**src/rtl/sdram_port_arbiter.sv**
```systemverilog
// Purpose : shares one 8-bit SDRAM core port between the ROM loader (writes) and two
//           video read clients (c0 = BG tile fetch, c1 = sprite fetch) with req/ack.
// Latency : req seen in IDLE cycle N -> mem strobe at N+1; mem_ack at M -> client ack at M+1.
// Backpr. : one access in flight; other requesters hold their level req until acked.
//
// Ports (clk_sys domain, synchronous active-high reset):
//   ldr_active            download in progress, blocks read grants
//   ldr_req/addr/data/ack loader write channel (ack = 1-cycle pulse)
//   cN_req/addr/data/ack  read clients 0/1 (data held until the client's next read)
//   mem_addr/din/rd/we    registered command to the sdram core (rd/we 1-cycle strobes)
//   mem_dout/mem_ack      completion from the sdram core
//   busy                  FSM not in IDLE
//   err                   sticky watchdog error
//
// Optional feature: define ARB_TIMEOUT_EN to enable the WAIT watchdog (limit TIMEOUT
// cycles). Without it WAIT blocks until mem_ack and err is tied low.
module sdram_port_arbiter #(
  parameter int AW      = 25,
  parameter int DW      = 8,
  parameter int TIMEOUT = 255
) (
  input  logic          clk_sys,
  input  logic          reset,
  input  logic          ldr_active,
  input  logic          ldr_req,
  input  logic [AW-1:0] ldr_addr,
  input  logic [DW-1:0] ldr_data,
  output logic          ldr_ack,
  input  logic          c0_req,
  input  logic [AW-1:0] c0_addr,
  output logic [DW-1:0] c0_data,
  output logic          c0_ack,
  input  logic          c1_req,
  input  logic [AW-1:0] c1_addr,
  output logic [DW-1:0] c1_data,
  output logic          c1_ack,
  output logic [AW-1:0] mem_addr,
  output logic [DW-1:0] mem_din,
  output logic          mem_rd,
  output logic          mem_we,
  input  logic [DW-1:0] mem_dout,
  input  logic          mem_ack,
  output logic          busy,
  output logic          err
);

  typedef enum logic [1:0] {S_IDLE, S_ISSUE, S_WAIT, S_DONE} state_t;

  localparam logic [1:0] G_LDR = 2'd0;
  localparam logic [1:0] G_C0  = 2'd1;
  localparam logic [1:0] G_C1  = 2'd2;

  if (TIMEOUT < 1) begin : g_bad_timeout
    $error("sdram_port_arbiter: TIMEOUT must be at least 1");
  end

  state_t        state, state_nxt;
  logic [1:0]    gnt, gnt_nxt;
  logic          rr_last;   // last read client granted; the other one wins a tie
  logic          to_hit;    // watchdog expiry this cycle
  logic          done_go;   // access completes this cycle, ack next cycle
  logic [DW-1:0] rd_val;

`ifdef ARB_TIMEOUT_EN
  localparam int CW = $clog2(TIMEOUT + 1);
  localparam logic [CW-1:0] TO_LAST = CW'(TIMEOUT - 1);
  logic [CW-1:0] to_cnt;
`endif

  // Next-state and grant decision
  always_comb begin
    state_nxt = state;
    gnt_nxt   = gnt;
    to_hit    = 1'b0;
    case (state)
      S_IDLE: begin
        if (ldr_req) begin
          state_nxt = S_ISSUE;
          gnt_nxt   = G_LDR;
        end else if (!ldr_active && (c0_req || c1_req)) begin
          state_nxt = S_ISSUE;
          if (c0_req && c1_req) gnt_nxt = rr_last ? G_C0 : G_C1;
          else                  gnt_nxt = c0_req  ? G_C0 : G_C1;
        end
      end
      // A zero-wait core may ack in the same cycle as the strobe.
      S_ISSUE: state_nxt = mem_ack ? S_DONE : S_WAIT;
      S_WAIT: begin
        if (mem_ack) begin
          state_nxt = S_DONE;
        end
`ifdef ARB_TIMEOUT_EN
        else if (to_cnt == TO_LAST) begin
          // the count reaches TIMEOUT on this cycle
          state_nxt = S_DONE;
          to_hit    = 1'b1;
        end
`endif
      end
      S_DONE:  state_nxt = S_IDLE;
      default: state_nxt = S_IDLE;
    endcase
  end

  assign done_go = ((state == S_ISSUE) || (state == S_WAIT)) && (state_nxt == S_DONE);
  assign rd_val  = to_hit ? {DW{1'b1}} : mem_dout;

  always_ff @(posedge clk_sys) begin
    if (reset) state <= S_IDLE;
    else       state <= state_nxt;
  end

  // Registered command, acks and client data
  always_ff @(posedge clk_sys) begin
    if (reset) begin
      gnt      <= G_LDR;
      rr_last  <= 1'b1;
      mem_addr <= '0;
      mem_din  <= '0;
      mem_rd   <= 1'b0;
      mem_we   <= 1'b0;
      ldr_ack  <= 1'b0;
      c0_ack   <= 1'b0;
      c1_ack   <= 1'b0;
      c0_data  <= '0;
      c1_data  <= '0;
      busy     <= 1'b0;
    end else begin
      mem_rd  <= 1'b0;
      mem_we  <= 1'b0;
      ldr_ack <= 1'b0;
      c0_ack  <= 1'b0;
      c1_ack  <= 1'b0;
      busy    <= (state_nxt != S_IDLE);

      if ((state == S_IDLE) && (state_nxt == S_ISSUE)) begin
        gnt <= gnt_nxt;
        case (gnt_nxt)
          G_LDR: begin
            mem_addr <= ldr_addr;
            mem_din  <= ldr_data;
            mem_we   <= 1'b1;
          end
          G_C0: begin
            mem_addr <= c0_addr;
            mem_rd   <= 1'b1;
            rr_last  <= 1'b0;
          end
          default: begin
            mem_addr <= c1_addr;
            mem_rd   <= 1'b1;
            rr_last  <= 1'b1;
          end
        endcase
      end

      if (done_go) begin
        case (gnt)
          G_LDR: ldr_ack <= 1'b1;
          G_C0: begin
            c0_ack  <= 1'b1;
            c0_data <= rd_val;
          end
          default: begin
            c1_ack  <= 1'b1;
            c1_data <= rd_val;
          end
        endcase
      end
    end
  end

`ifdef ARB_TIMEOUT_EN
  always_ff @(posedge clk_sys) begin
    if (reset) begin
      to_cnt <= '0;
      err    <= 1'b0;
    end else begin
      if ((state == S_IDLE) && (state_nxt == S_ISSUE)) to_cnt <= '0;
      else if (state == S_WAIT)                        to_cnt <= to_cnt + CW'(1);
      if (to_hit) err <= 1'b1;
    end
  end
`else
  assign err = 1'b0;
`endif

endmodule
```
**config.mk**
```make
export PLATFORM = sky130hd
export DESIGN_NAME = sdram_port_arbiter
export DESIGN_NICKNAME = d
export VERILOG_FILES = /design/src/rtl/sdram_port_arbiter.sv
export SDC_FILE = /design/constraint.sdc
export NUM_CORES = 1
export LEC_CHECK = 0
export BUFFER_PORTS_ARGS = -buffer_cell sky130_fd_sc_hd__buf_2
export CAP_MARGIN = 40
export CORE_MARGIN = 2
export CORE_UTILIZATION = 46
export CTS_BUF_LIST = sky130_fd_sc_hd__clkbuf_4 sky130_fd_sc_hd__clkbuf_8
export DETAILED_ROUTE_END_ITERATION = 8
export PLACE_DENSITY = 0.83
export SLEW_MARGIN = 25
export SYNTH_ARGS = -nofsm -noshare
export SYNTH_HDL_FRONTEND = slang
export SYNTH_SLANG_ARGS = --single-unit
```
**constraint.sdc**
```tcl
create_clock -name clk_sys -period 2.4 [get_ports clk_sys]
set_clock_uncertainty 0.05 [all_clocks]
set_input_delay 0.48 -clock clk_sys [delete_from_list [all_inputs] [get_ports clk_sys]]
set_output_delay 0.48 -clock clk_sys [all_outputs]
set_load 0.01 [all_outputs]
```
Yosys cells after proc, flatten, opt, wreduce, memory -nomap -nowiden
Cells that the tools add are included.

Bits in registers: 60. Input bits: 98. Logic and storage cells: 60.

Equality and inequality tests: 7. Multiplexer cells: 18. Bitwise logic cells: 4. Reduce and logical (&&, ||, !) cells: 18.

Operators with widths (number): 25-bit one-hot mux with 2 select lines (1); 2-bit two-way mux (9); 2-bit by 1-bit == test with 1-bit output, second input constant (4); 2-bit one-hot mux with 4 select lines (1); 2-bit AND reduction (4); 2-bit == test, second input constant (3); 2-bit zero test (3); 1-bit two-way mux (6); 2-bit OR reduction (3); 1-bit logical AND (4); 1-bit inverter (4); 1-bit logical OR (2); 1-bit one-hot mux with 2 select lines (1); 2-bit nonzero test (1); 1-bit zero test (1).

Longest topological paths before layout
Gate-level depths: netlist of the first run.

Word-level depth: 9. Depth in mapped cells: 9.

Worst setup path before layout of the first run
No wires, ideal clock.

Kind: register to register. Start: register state[0]. End: register mem_din[0]. Library setup time: 72 ps. Data arrival time: 1995 ps. Data required time: 2278 ps. Setup slack: 283 ps. Stages on the path, launching flop included: 9. Path buffers: 1. Clock period less this slack: 2117 ps. Path through: dfxtp_1 inv_1 ha_1 nor2b_1 a32o_2 or2_0 buf_6 nor3_4 mux2i_1.

Word-level cells in the longest chain between the ends: 6. Elaborated cells on any way between the ends: 13. Classes of those cells: eq/ne (4); mux (5); reduce/logical (4).

RTL lines: from (decl) (line 57) `state_t state, state_nxt;`; from (signal assigned) (line 110) `else state <= state_nxt;`; 2-bit two-way mux (line 80) `end else if (!ldr_active && (c0_req || c1_req)) begin`; 2-bit two-way mux (line 77) `if (ldr_req) begin`; 2-bit one-hot mux with 4 select lines (line 75) `case (state)`; 2-bit by 1-bit == test with 1-bit output (line 136) `if ((state == S_IDLE) && (state_nxt == S_ISSUE)) begin`; 1-bit logical AND (line 136); 2-bit AND reduction (no source line) *; to (signal assigned) (line 141) `mem_din <= ldr_data;`; to (decl) (line 38) `output logic [DW-1:0] mem_din,`.

Mark *: on every way between the ends. The rest lies on a longest branch, timed or not. A chain may end at the register's enable or synchronous reset.

Worst setup path in the final report of the first run
Start: register state[0]. End: register mem_din[1].

Same word-level chain as after synthesis.

==> results.ini, run 1 <==
[clock_network]
cts_buffers = 9
h-tree-depth = 3
cts-root-buf = clkbuf_8
cts_resized = 0
cts.clk_slew.worst_paths_ns = 0.07
cts_tree = done
holdBufCountCts = 0
postCtsSetupBuffers = 0
worstSkewPairLatency_ns = 0.33
clkSinkCount = 60
clk_path_buf_depth = 2

[detailed_routing]
post_drt_wl_per_cell_um = 14.6
drtAntennaViolNets = 0
drt-total-wl_um = 7990
dr_total_vias = 2964
dr.pass1.iters = 4
drtIter0Drc = 114
via_per_inst = 5.40
drc = 0

[setup_path]
cp_cell_sequence = inv_1 > ha_1 > nor2b_1 > a32o_2 > or2_1 > nor3_4 > buf_4 > mux2i_1
ff2ff_setup_slack_ns = 0.19
max_stage_delay_ns = 0.36
rr_endpoint = mem_din[1]$_SDFFE_PP0P_
crit_path_end_kind = flop
cp.buffers_inverters = 2
reg2regPathDepth = 8
crit_type = reg2reg
crit_slowest_cell = dfxtp_1
r2r-start = state[0]$_SDFF_PP0_
cp.arrival_ns = 2.41
crit_family = simple AND/OR/NAND/NOR gates
crit_path_start_kind = flop
required_ns = 2.60
worst-path-max-fanout = 8
setup.worst_path.start = state[0]$_SDFF_PP0_

[cells_and_area]
fill_cells = 519
antennaDiodeCount = 0
final_nets = 571
final_area_um2 = 3810
instances_no_fill = 549
post-route-util = 0.656
syn2layout_area_growth_pct = 40.3
drive_above_1_share = 0.407

[sta]
drv_slew = 0
finalCritPeriodShare = 0.921
fin_crit_ns = 2.21
rsz0062_at_grt = no
slew_headroom = 0.641
finalHoldViolations = 0
setup_viol = 0
totalNegativeSetupSlack_ns = 0
timing_worst_slew_pin_value_ns = 0.538
max_freq_ghz = 0.453

[logic_synthesis]
yosys_warnings = 0
synth_area_um2 = 2720
ys_types = 36
postSynthCellCount = 314
ys_seq_area_frac = 0.442
synth-seq-cells = 60
synth.avg_cell_area_um2 = 8.66
synth_nets = 416

[power_and_ir_drop]
ir_drop_v = 0.000602
p_sw_w = 0.00177
combPwrFrac = 0.463
sw_frac_of_total = 0.396
power_frac_clock = 0.210
leakage_nw = 1.74
p_int_w = 0.00270
power.density_nw_per_um2 = 1170
p_seq_frac = 0.327

[floorplanning]
num_rows = 28
die_area_um2 = 6540
dieHeight_um = 80.9
pin_count = 154
initial_core_util = 0.468
core_um2 = 5820
die_x_um = 80.9

[global_routing]
grt_pass1_wl_um = 11700
grt_pass1_vias = 2671
overflow = 0
grt_antenna_before_repair = 0
track_usage = 0.229
grt_max_degree = 40

[min_path]
hold_end = c1_data[5]$_SDFFE_PP0P_
hold_start = mem_dout[5]
min_path_type = in2reg
hold-path-cell-count = 3

[place]
io_buffers = 152
gp_congestion = 0.781
dp_hpwl_um = 5850
dp.cells = 533
placed_cell_area_um2 = 3610

[outcome]
status = finished, final reports clean

[job]
maxCapViolCount = 0

## area by class of cell
class | instances | area [um2] | area share
clock buffer | 12 | 159 | 0.0417
sequential | 60 | 1200 | 0.315
timing repair buffer | 169 | 901 | 0.236
clock inverter | 4 | 47.5 | 0.0125
multi-input combinational | 223 | 1390 | 0.364
tap | 75 | 93.8 | 0.0246
inverter | 6 | 22.5 | 0.00591
## power by group through the flow
stage / registers (W) / clock network (W) / logic, W
finish: 0.00146 / 0.000940 / 0.00207
global placement: 0.00146 / 0 / 0.00201
CTS: 0.00146 / 0.000962 / 0.00207
floorplan: 0.00161 / 0 / 0.00116
detailed placement: 0.00148 / 0 / 0.00206
global route: 0.00149 / 0.00101 / 0.00224
## logic make-up (layout without fill, tap and decap cells)
kind of cell,after synthesis,in the layout,synth area share
mux,24,24,0.0884
flops,60,60,0.442
fa+ha+maj,4,4,0.0184
simple gates,127,127,0.216
compound gates,67,67,0.181
other cells,1,1,0.00138
buf+inv,31,191,0.0529
## Yosys cell counts (all sizes together)
cell type | number | area share
dfxtp | 60 | 0.44
nor2 | 44 | 0.061
nand2 | 29 | 0.040
a21oi | 28 | 0.053
a311oi | 25 | 0.081
nand3 | 25 | 0.046
mux2i | 24 | 0.088
nand2b | 17 | 0.039
buf | 15 | 0.031
clkbuf | 10 | 0.014
inv | 6 | 0.0083
a211oi | 4 | 0.017
ha | 4 | 0.018
nor3 | 3 | 0.0097
and2 | 2 | 0.0046
nor2b | 2 | 0.0046
nor4 | 2 | 0.0046
or2 | 2 | 0.0046
a211o | 1 | 0.0032
a21boi | 1 | 0.0028
a21o | 1 | 0.0028
a221o | 1 | 0.0037
a22oi | 1 | 0.0028
a31o | 1 | 0.0032
a32o | 1 | 0.0041
and3 | 1 | 0.0023
conb | 1 | 0.0014
o211ai | 1 | 0.0028
o21ai | 1 | 0.0018
o21bai | 1 | 0.0028
## sequential cells by signal, indices dropped and copies added, names as in the netlist
signal    count
busy          1
c0_ack        1
c0_data       8
c1_ack        1
c1_data       8
gnt           2
ldr_ack       1
mem_addr     25
mem_din       8
mem_rd        1
mem_we        1
rr_last       1
state         2
## stage by stage
| stage | total power (W) | hold slack, ns | setup WS (ns) |
|---|---|---|---|
| after floorplan | 0.00277 | 0.395 | 0.283 |
| after global placement | 0.00347 | 0.405 | 0.314 |
| after detailed placement | 0.00354 | 0.414 | 0.220 |
| after CTS | 0.00449 | 0.338 | 0.184 |
| after global routing | 0.00475 | 0.346 | 0.0504 |
| final | 0.00447 | 0.350 | 0.190 |
## worst min-delay path, delay by kind of cell
family	cells	cell delay (ns)
mux	1	0.06
buf+inv	1	0.09
simple gates	1	0.07
## routing by layer
layer,wire [um],vias up,global-route usage,part of all wire
li1,-,1411,-,-
met1,3140,1364,0.268,0.39
met2,3970,167,0.403,0.50
met3,674,22,0.0522,0.084
met4,200,0,0.0949,0.025
met5,0,-,0,0
## cell usage in the layout (no fill, tap or decap), drive strengths merged
cell	n
nor2	44
and3	1
inv	6
nor2b	2
nor4	2
a21o	1
a32o	1
nand2	29
a211oi	4
dfxtp	60
ha	4
a21oi	28
a211o	1
or2	2
clkinv	2
buf	169
a221o	1
mux2i	24
clkinvlp	1
a22oi	1
a21boi	1
nand3	25
o21bai	1
conb	1
o21ai	1
nand2b	17
a311oi	25
bufinv	1
nor3	3
o211ai	1
and2	2
clkbuf	12
a31o	1
## worst max path at each step
stage | end | slack (ns) | cells past startpoint
floorplan | mem_din[0]$_SDFFE_PP0P_ | 0.28 | 8
global placement | mem_din[7]$_SDFFE_PP0P_ | 0.31 | 8
detailed placement | mem_din[7]$_SDFFE_PP0P_ | 0.22 | 8
CTS | mem_din[1]$_SDFFE_PP0P_ | 0.18 | 8
global route | mem_addr[14]$_SDFFE_PP0N_ | 0.05 | 8
finish | mem_din[1]$_SDFFE_PP0P_ | 0.19 | 8
(Power assumes the default switching activity.)
==> run 2: changes to the inputs <==
--- a/config.mk
+++ b/config.mk
@@ -5,13 +5,14 @@
 export SDC_FILE = /design/constraint.sdc
 export NUM_CORES = 1
 export LEC_CHECK = 0
+export ABC_AREA = 1
 export BUFFER_PORTS_ARGS = -buffer_cell sky130_fd_sc_hd__buf_2
 export CAP_MARGIN = 40
 export CORE_MARGIN = 2
-export CORE_UTILIZATION = 46
+export CORE_UTILIZATION = 47
 export CTS_BUF_LIST = sky130_fd_sc_hd__clkbuf_4 sky130_fd_sc_hd__clkbuf_8
 export DETAILED_ROUTE_END_ITERATION = 8
-export PLACE_DENSITY = 0.83
+export PLACE_DENSITY = 0.82
 export SLEW_MARGIN = 25
 export SYNTH_ARGS = -nofsm -noshare
 export SYNTH_HDL_FRONTEND = slang
==> run 2 against run 1 <==
Global-route usage up 0.062 points. Final cell count up 21%. Synthesized cell count up 41%. First-iteration DRC count up 8.8%. Flip-flop and latch count unchanged. Highest routed layer unchanged. Sequential share of layout area down 0.97 points. Register-to-register slack better by 0.20 ns. Largest power group unchanged.
==> results.ini, run 2 <==
[cells_and_area]
regMostFlops = mem_addr
syn2layout_area_growth_pct = 31.3
final_area_um2 = 3940  ; +3.2%
final_common_cell = buf_2
fill_cells = 585  ; +13%
multi_input_area_um2 = 1560  ; +12%
seq_area_um2 = 1200  ; unchanged
antennaDiodeCount = 0  ; unchanged
largest_reg_flops = 25  ; unchanged
most-common-layout-cells = buf_2 (152), nand2_1 (113), nor2_1 (88)
instances_no_fill = 665  ; +21%
drive_above_1_share = 0.321  ; -0.0857
post-route-util = 0.631  ; -0.0253
final_nets = 685  ; +20%

[global_routing]
grt.busiest_layer = met2
grt_use_met3 = 0.0564  ; +0.00416
grt_max_degree = 51  ; +28%
track_usage = 0.230  ; +0.000622
grt_use_met2 = 0.385  ; -0.0179
grt_pass1_wl_um = 13300  ; +13%
grt_antenna_before_repair = 0  ; unchanged
grt_pass1_vias = 3053  ; +14%
grtUsageMet1 = 0.276  ; +0.00758
overflow = 0  ; unchanged

[logic_synthesis]
synth_top_area_cell = dfxtp_1
synth_area_leaders = dfxtp_1 (40%), nand2_1 (14%), nand4_1 (12%)
synth.avg_cell_area_um2 = 6.75  ; -22%
yosysTopAreaCellShare = 0.401  ; -0.0411
async_flop_share = 0  ; unchanged
synth_nets = 546  ; +31%
synthFlopType = dfxtp_1
synth_area_um2 = 3000  ; +10%
ys_seq_area_frac = 0.401  ; -0.0411
yosysMostFrequentCell = nand2_1
netlist_top_cells_count = nand2_1 (114), nor2_1 (88), dfxtp_1 (60)
ys_types = 24  ; -33%
postSynthCellCount = 444  ; +41%
synth-seq-cells = 60  ; unchanged
yosys_warnings = 0  ; unchanged
synth_edf_count = 0  ; unchanged

[clock_network]
cts_resized = 0  ; unchanged
clk_path_buf_depth = 2  ; unchanged
h-tree-depth = 3  ; unchanged
postCtsSetupBuffers = 0  ; unchanged
cts_tree = done
worstSkewPairLatency_ns = 0.34  ; about the same
cts.clk_slew.worst_paths_ns = 0.07  ; about the same
cts_buffers = 9  ; unchanged
holdBufCountCts = 0  ; unchanged
clkSinkCount = 60  ; unchanged
cts-root-buf = clkbuf_8

[setup_path]
ff2ff_setup_slack_ns = 0.39  ; +0.20 ns
cp.arrival_ns = 2.23  ; -0.18 ns
required_ns = 2.62  ; +0.02 ns
crit_type = reg2reg
crit_path_end_kind = flop
crit_path_start_kind = flop
worst-path-max-fanout = 26  ; +18

[power_and_ir_drop]
leakage_nw = 2.07  ; +19%
ir_drop_v = 0.000513  ; -15%
power.density_nw_per_um2 = 1070  ; -8.8%

[sta]
setup_viol = 0  ; unchanged
setup_slack_ns = 0.394  ; +0.204 ns
drv_slew = 0  ; unchanged
finalHoldViolations = 0  ; unchanged
totalNegativeSetupSlack_ns = 0  ; unchanged
fin_crit_ns = 2.01  ; -0.204 ns
slew_headroom = 0.613  ; -0.0282
timing_worst_slew_pin_value_ns = 0.579  ; +0.0409 ns
max_freq_ghz = 0.499  ; +10%
rsz0062_at_grt = no
finalCritPeriodShare = 0.836  ; -0.0850

[detailed_routing]
drc = 0  ; unchanged
drt-total-wl_um = 8180  ; +2.4%
via_per_inst = 5.09  ; -5.7%
drtAntennaViolNets = 0  ; unchanged
drtIter0Drc = 124  ; +8.8%
dr.pass1.iters = 4  ; unchanged
dr_total_vias = 3384  ; +14%
post_drt_wl_per_cell_um = 12.3  ; -16%

[place]
io_buffers = 152  ; unchanged
gp_congestion = 0.855  ; +9.4%
dp.cells = 649  ; +22%
place_ws_ns = 0.403  ; +0.183 ns
dp_hpwl_um = 5790  ; -1.0%
placed_cell_area_um2 = 3750  ; +3.9%

[outcome]
status = finished, final reports clean

[floorplanning]
pin_count = 154  ; unchanged
die_x_um = 83.9  ; +3.7%
num_rows = 29  ; +3.6%
core_um2 = 6240  ; +7.3%
initial_core_util = 0.480  ; +0.0128
dieHeight_um = 83.9  ; +3.7%
die_area_um2 = 7030  ; +7.5%

[min_path]
min_path_type = in2reg

[job]
maxCapViolCount = 0  ; unchanged

==> run 2: cell type report <==
| class | count | area share |
|---|---|---|
| inverters | 23 | 0.0219 |
| repair buffers | 158 | 0.205 |
| flip-flops and latches | 60 | 0.305 |
| well taps | 77 | 0.0245 |
| multi-input cells | 331 | 0.396 |
| clock inverters | 5 | 0.00922 |
| clock buffers | 11 | 0.0385 |
==> run 2: critical path: stages (launching register included) <==
cell and delay (ns):
dfxtp_1 0.38, inv_1 0.10, ha_1 0.29, nand4_1 0.15
nand2_1 0.10, nor2_4 0.49, nand4_1 0.15, nand2_1 0.11
nor2_1 0.04, nor2_1 0.08
==> run 2: path summary, 6_finish.rpt <==
path / from / end / depth (start not counted)
min reg2reg: c0_data[5]$_SDFFE_PP0P_ / c0_data[5]$_SDFFE_PP0P_ / 2
min: ldr_data[4] / mem_din[4]$_SDFFE_PP0P_ / 5
max reg2reg: state[0]$_SDFF_PP0_ / mem_addr[14]$_SDFFE_PP0N_ / 9
max: state[0]$_SDFF_PP0_ / mem_addr[14]$_SDFFE_PP0N_ / 9
==> run 2: kinds of logic (layout without fill, tap and decap cells) <==
logic type	after synthesis	in the layout	share of synthesized area
compound gates	47	47	0.0785
fa+ha+maj	4	4	0.0167
buf+inv	53	197	0.0805
flops	60	60	0.401
other cells	1	1	0.00125
simple gates	279	279	0.422
==> run 2: metal layers <==
layer	routed length, um	share of wire
met1	3430	0.42
met5	0	0
met4	171	0.021
met3	663	0.081
met2	3920	0.48
==> run 2: where the power goes <==
part | switching [W] | internal, W | total, W
clock | 0.000405 | 0.000430 | 0.000835
sequential | 0.000126 | 0.00124 | 0.00137
combinational | 0.00127 | 0.000733 | 0.00201
total | 0.00180 | 0.00241 | 0.00421
==> run 2: stage by stage <==
| stage | hold slack [ns] | power [W] |
|---|---|---|
| 4_1_cts | 0.367 | 0.00423 |
| 3_3_place_gp | 0.396 | 0.00334 |
| 3_5_place_dp | 0.407 | 0.00339 |
| 2_1_floorplan | 0.379 | 0.00291 |
| 5_1_grt | 0.383 | 0.00457 |
| 6_report | 0.381 | 0.00421 |
==> run 3: changes to the inputs <==
--- a/config.mk
+++ b/config.mk
@@ -5,14 +5,14 @@
 export SDC_FILE = /design/constraint.sdc
 export NUM_CORES = 1
 export LEC_CHECK = 0
-export ABC_AREA = 1
+export ABC_AREA = 0
 export BUFFER_PORTS_ARGS = -buffer_cell sky130_fd_sc_hd__buf_2
 export CAP_MARGIN = 40
 export CORE_MARGIN = 2
-export CORE_UTILIZATION = 47
+export CORE_UTILIZATION = 46
 export CTS_BUF_LIST = sky130_fd_sc_hd__clkbuf_4 sky130_fd_sc_hd__clkbuf_8
 export DETAILED_ROUTE_END_ITERATION = 8
-export PLACE_DENSITY = 0.82
+export PLACE_DENSITY = 0.83
 export SLEW_MARGIN = 25
 export SYNTH_ARGS = -nofsm -noshare
 export SYNTH_HDL_FRONTEND = slang
==> constraint.sdc (replaced) <==
create_clock -name clk_sys -period 1.85 [get_ports clk_sys]
set_clock_uncertainty 0.05 [all_clocks]
set_input_delay 0.37 -clock clk_sys [delete_from_list [all_inputs] [get_ports clk_sys]]
set_output_delay 0.37 -clock clk_sys [all_outputs]
set_load 0.01 [all_outputs]
==> run 3 against run 2 <==
The flow now finishes with violations (negative setup slack). Die area decreased by 7.0%. Routed wire length is 11% higher. Worst setup slack lost 0.53 ns. Clock power is 41% higher. Flip-flop and latch count stayed put. Maximum frequency up 1.0%. Sequential share of layout area down 3.0 points.
==> results.ini, run 3 (synthesis gave the netlist of run 1 again) <==
[cells_and_area]
post-route-util = 0.752  ; +0.121
multi_input_area_um2 = 1650  ; +6.1%
largest_reg_flops = 25  ; unchanged
antennaDiodeCount = 0  ; unchanged
most-common-layout-cells = buf_2 (152), dfxtp_1 (58), nand2_1 (29)
regMostFlops = mem_addr
final_common_cell = buf_2
fill_cells = 437  ; -25%
final_nets = 590  ; -14%
syn2layout_area_growth_pct = 60.7
final_area_um2 = 4370  ; +11%
drive_above_1_share = 0.547  ; +0.225
seq_area_um2 = 1200  ; +0.21%

[detailed_routing]
drc = 0  ; unchanged
drtAntennaViolNets = 0  ; unchanged
post_drt_wl_per_cell_um = 16.1  ; +31%
via_per_inst = 5.49  ; +7.8%
drtIter0Drc = 154  ; +24%
dr.pass1.iters = 4  ; unchanged
topRoutingLayerUsed = met4
dr_total_vias = 3111  ; -8.1%
wl_met1_um = 3640  ; +6.1%
met2_length_um = 4730  ; +21%
met3_length_um = 561  ; -15%
drt-total-wl_um = 9110  ; +11%

[clock_network]
cts_buffers = 9  ; unchanged
worstSkewPairLatency_ns = 0.32  ; -0.02 ns
cts.clk_slew.worst_paths_ns = 0.07  ; about the same
clkSinkCount = 60  ; unchanged
cts-root-buf = clkbuf_8
h-tree-depth = 3  ; unchanged
clk_path_buf_depth = 2  ; unchanged
holdBufCountCts = 0  ; unchanged
cts_tree = done

[floorplanning]
die_x_um = 80.9  ; -3.6%
dieHeight_um = 80.9  ; -3.6%
pin_count = 154  ; unchanged
die_area_um2 = 6540  ; -7.0%
num_rows = 28  ; -3.4%
initial_core_util = 0.468  ; -0.0128
core_um2 = 5820  ; -6.8%

[power_and_ir_drop]
ir_drop_v = 0.000975  ; +90%
power.density_nw_per_um2 = 1610  ; +50%
leakage_nw = 1.93  ; -6.5%

[global_routing]
grt_antenna_before_repair = 0  ; unchanged
grt_pass1_vias = 2877  ; -5.8%
overflow = 0  ; unchanged
grt_max_degree = 32  ; -37%
track_usage = 0.250  ; +0.0199
grt_pass1_wl_um = 12800  ; -3.8%

[sta]
rsz0062_at_grt = yes
timing_worst_slew_pin_value_ns = 0.531  ; -0.0484 ns
setup_viol = 43  ; +43
drv_slew = 0  ; unchanged
slew_headroom = 0.646  ; +0.0332
finalCritPeriodShare = 1.07  ; +0.238
max_freq_ghz = 0.504  ; +1.0%
whs_ns = 0.240  ; -0.141 ns
fin_crit_ns = 1.99  ; -0.0199 ns
finalHoldViolations = 0  ; unchanged
totalNegativeSetupSlack_ns = -3.17  ; -3.17 ns
setup_slack_ns = -0.136  ; -0.530 ns

[place]
place_ws_ns = -0.170  ; -0.573 ns
dp_hpwl_um = 5850  ; +1.0%
io_buffers = 152  ; unchanged
placed_cell_area_um2 = 3750  ; about the same
gp_congestion = 0.793  ; -7.3%

[setup_path]
crit_path_start_kind = flop
worst-path-max-fanout = 9  ; -65%
crit_path_end_kind = flop
crit_type = reg2reg
cp.arrival_ns = 2.15  ; -0.08 ns
required_ns = 2.01  ; -0.61 ns

[min_path]
min_path_type = in2reg

[outcome]
status = finished with violations
violations = negative setup slack

[job]
maxCapViolCount = 0  ; unchanged

[run 3: area by class of cell]
cell class / instances / share of cell area
well taps: 75 / 0.0215
multi-input cells: 223 / 0.378
clock inverters: 2 / 0.00802
clock buffers: 13 / 0.0366
repair buffers: 188 / 0.274
flip-flops and latches: 60 / 0.275
inverters: 6 / 0.00630
[run 3: routing by layer]
metal / GRT usage / vias to the layer above
met3: 0.0411 / 26
li1: - / 1458
met2: 0.435 / 164
met1: 0.307 / 1463
met5: 0 / -
met4: 0.100 / 0
[run 3: worst max-delay path: stages, from the launching register on]
cell,delay [ns]
dfxtp_2,0.36
inv_4,0.06
ha_4,0.16
nor2b_4,0.13
a32o_2,0.27
a211oi_4,0.17
buf_6,0.17
buf_6,0.14
a21oi_1,0.07
a311oi_1,0.30
[run 3: repair_timing]
action                     in CTS  in global routing
resized for setup              14                 68
cloned                          1                  2
setup endpoints to repair      43                 54
setup buffers                   1                  4
pin swaps                       4                 31
[run 3: final timing paths]
kind / start / to / slack [ns] / depth (start not counted)
max: state[1]$_SDFF_PP0_ / mem_addr[20]$_SDFFE_PP0N_ / -0.14 / 9
min: c1_addr[16] / mem_addr[16]$_SDFFE_PP0N_ / 0.24 / 3
max reg2reg: state[1]$_SDFF_PP0_ / mem_addr[20]$_SDFFE_PP0N_ / -0.14 / 9
min reg2reg: mem_din[2]$_SDFFE_PP0P_ / mem_din[2]$_SDFFE_PP0P_ / 0.42 / 2
[run 3: power breakdown]
group          switching [W]  internal [W]
Combinational        0.00203       0.00184
Sequential          0.000289       0.00170
Clock               0.000488      0.000696
[run 3: per-stage QoR]
stage / std cells / power, W
2_1_floorplan: 314 / 0.00367
3_3_place_gp: 544 / 0.00474
3_5_place_dp: 544 / 0.00484
4_1_cts: 561 / 0.00617
5_1_grt: 567 / 0.00743
6_report: 567 / 0.00703
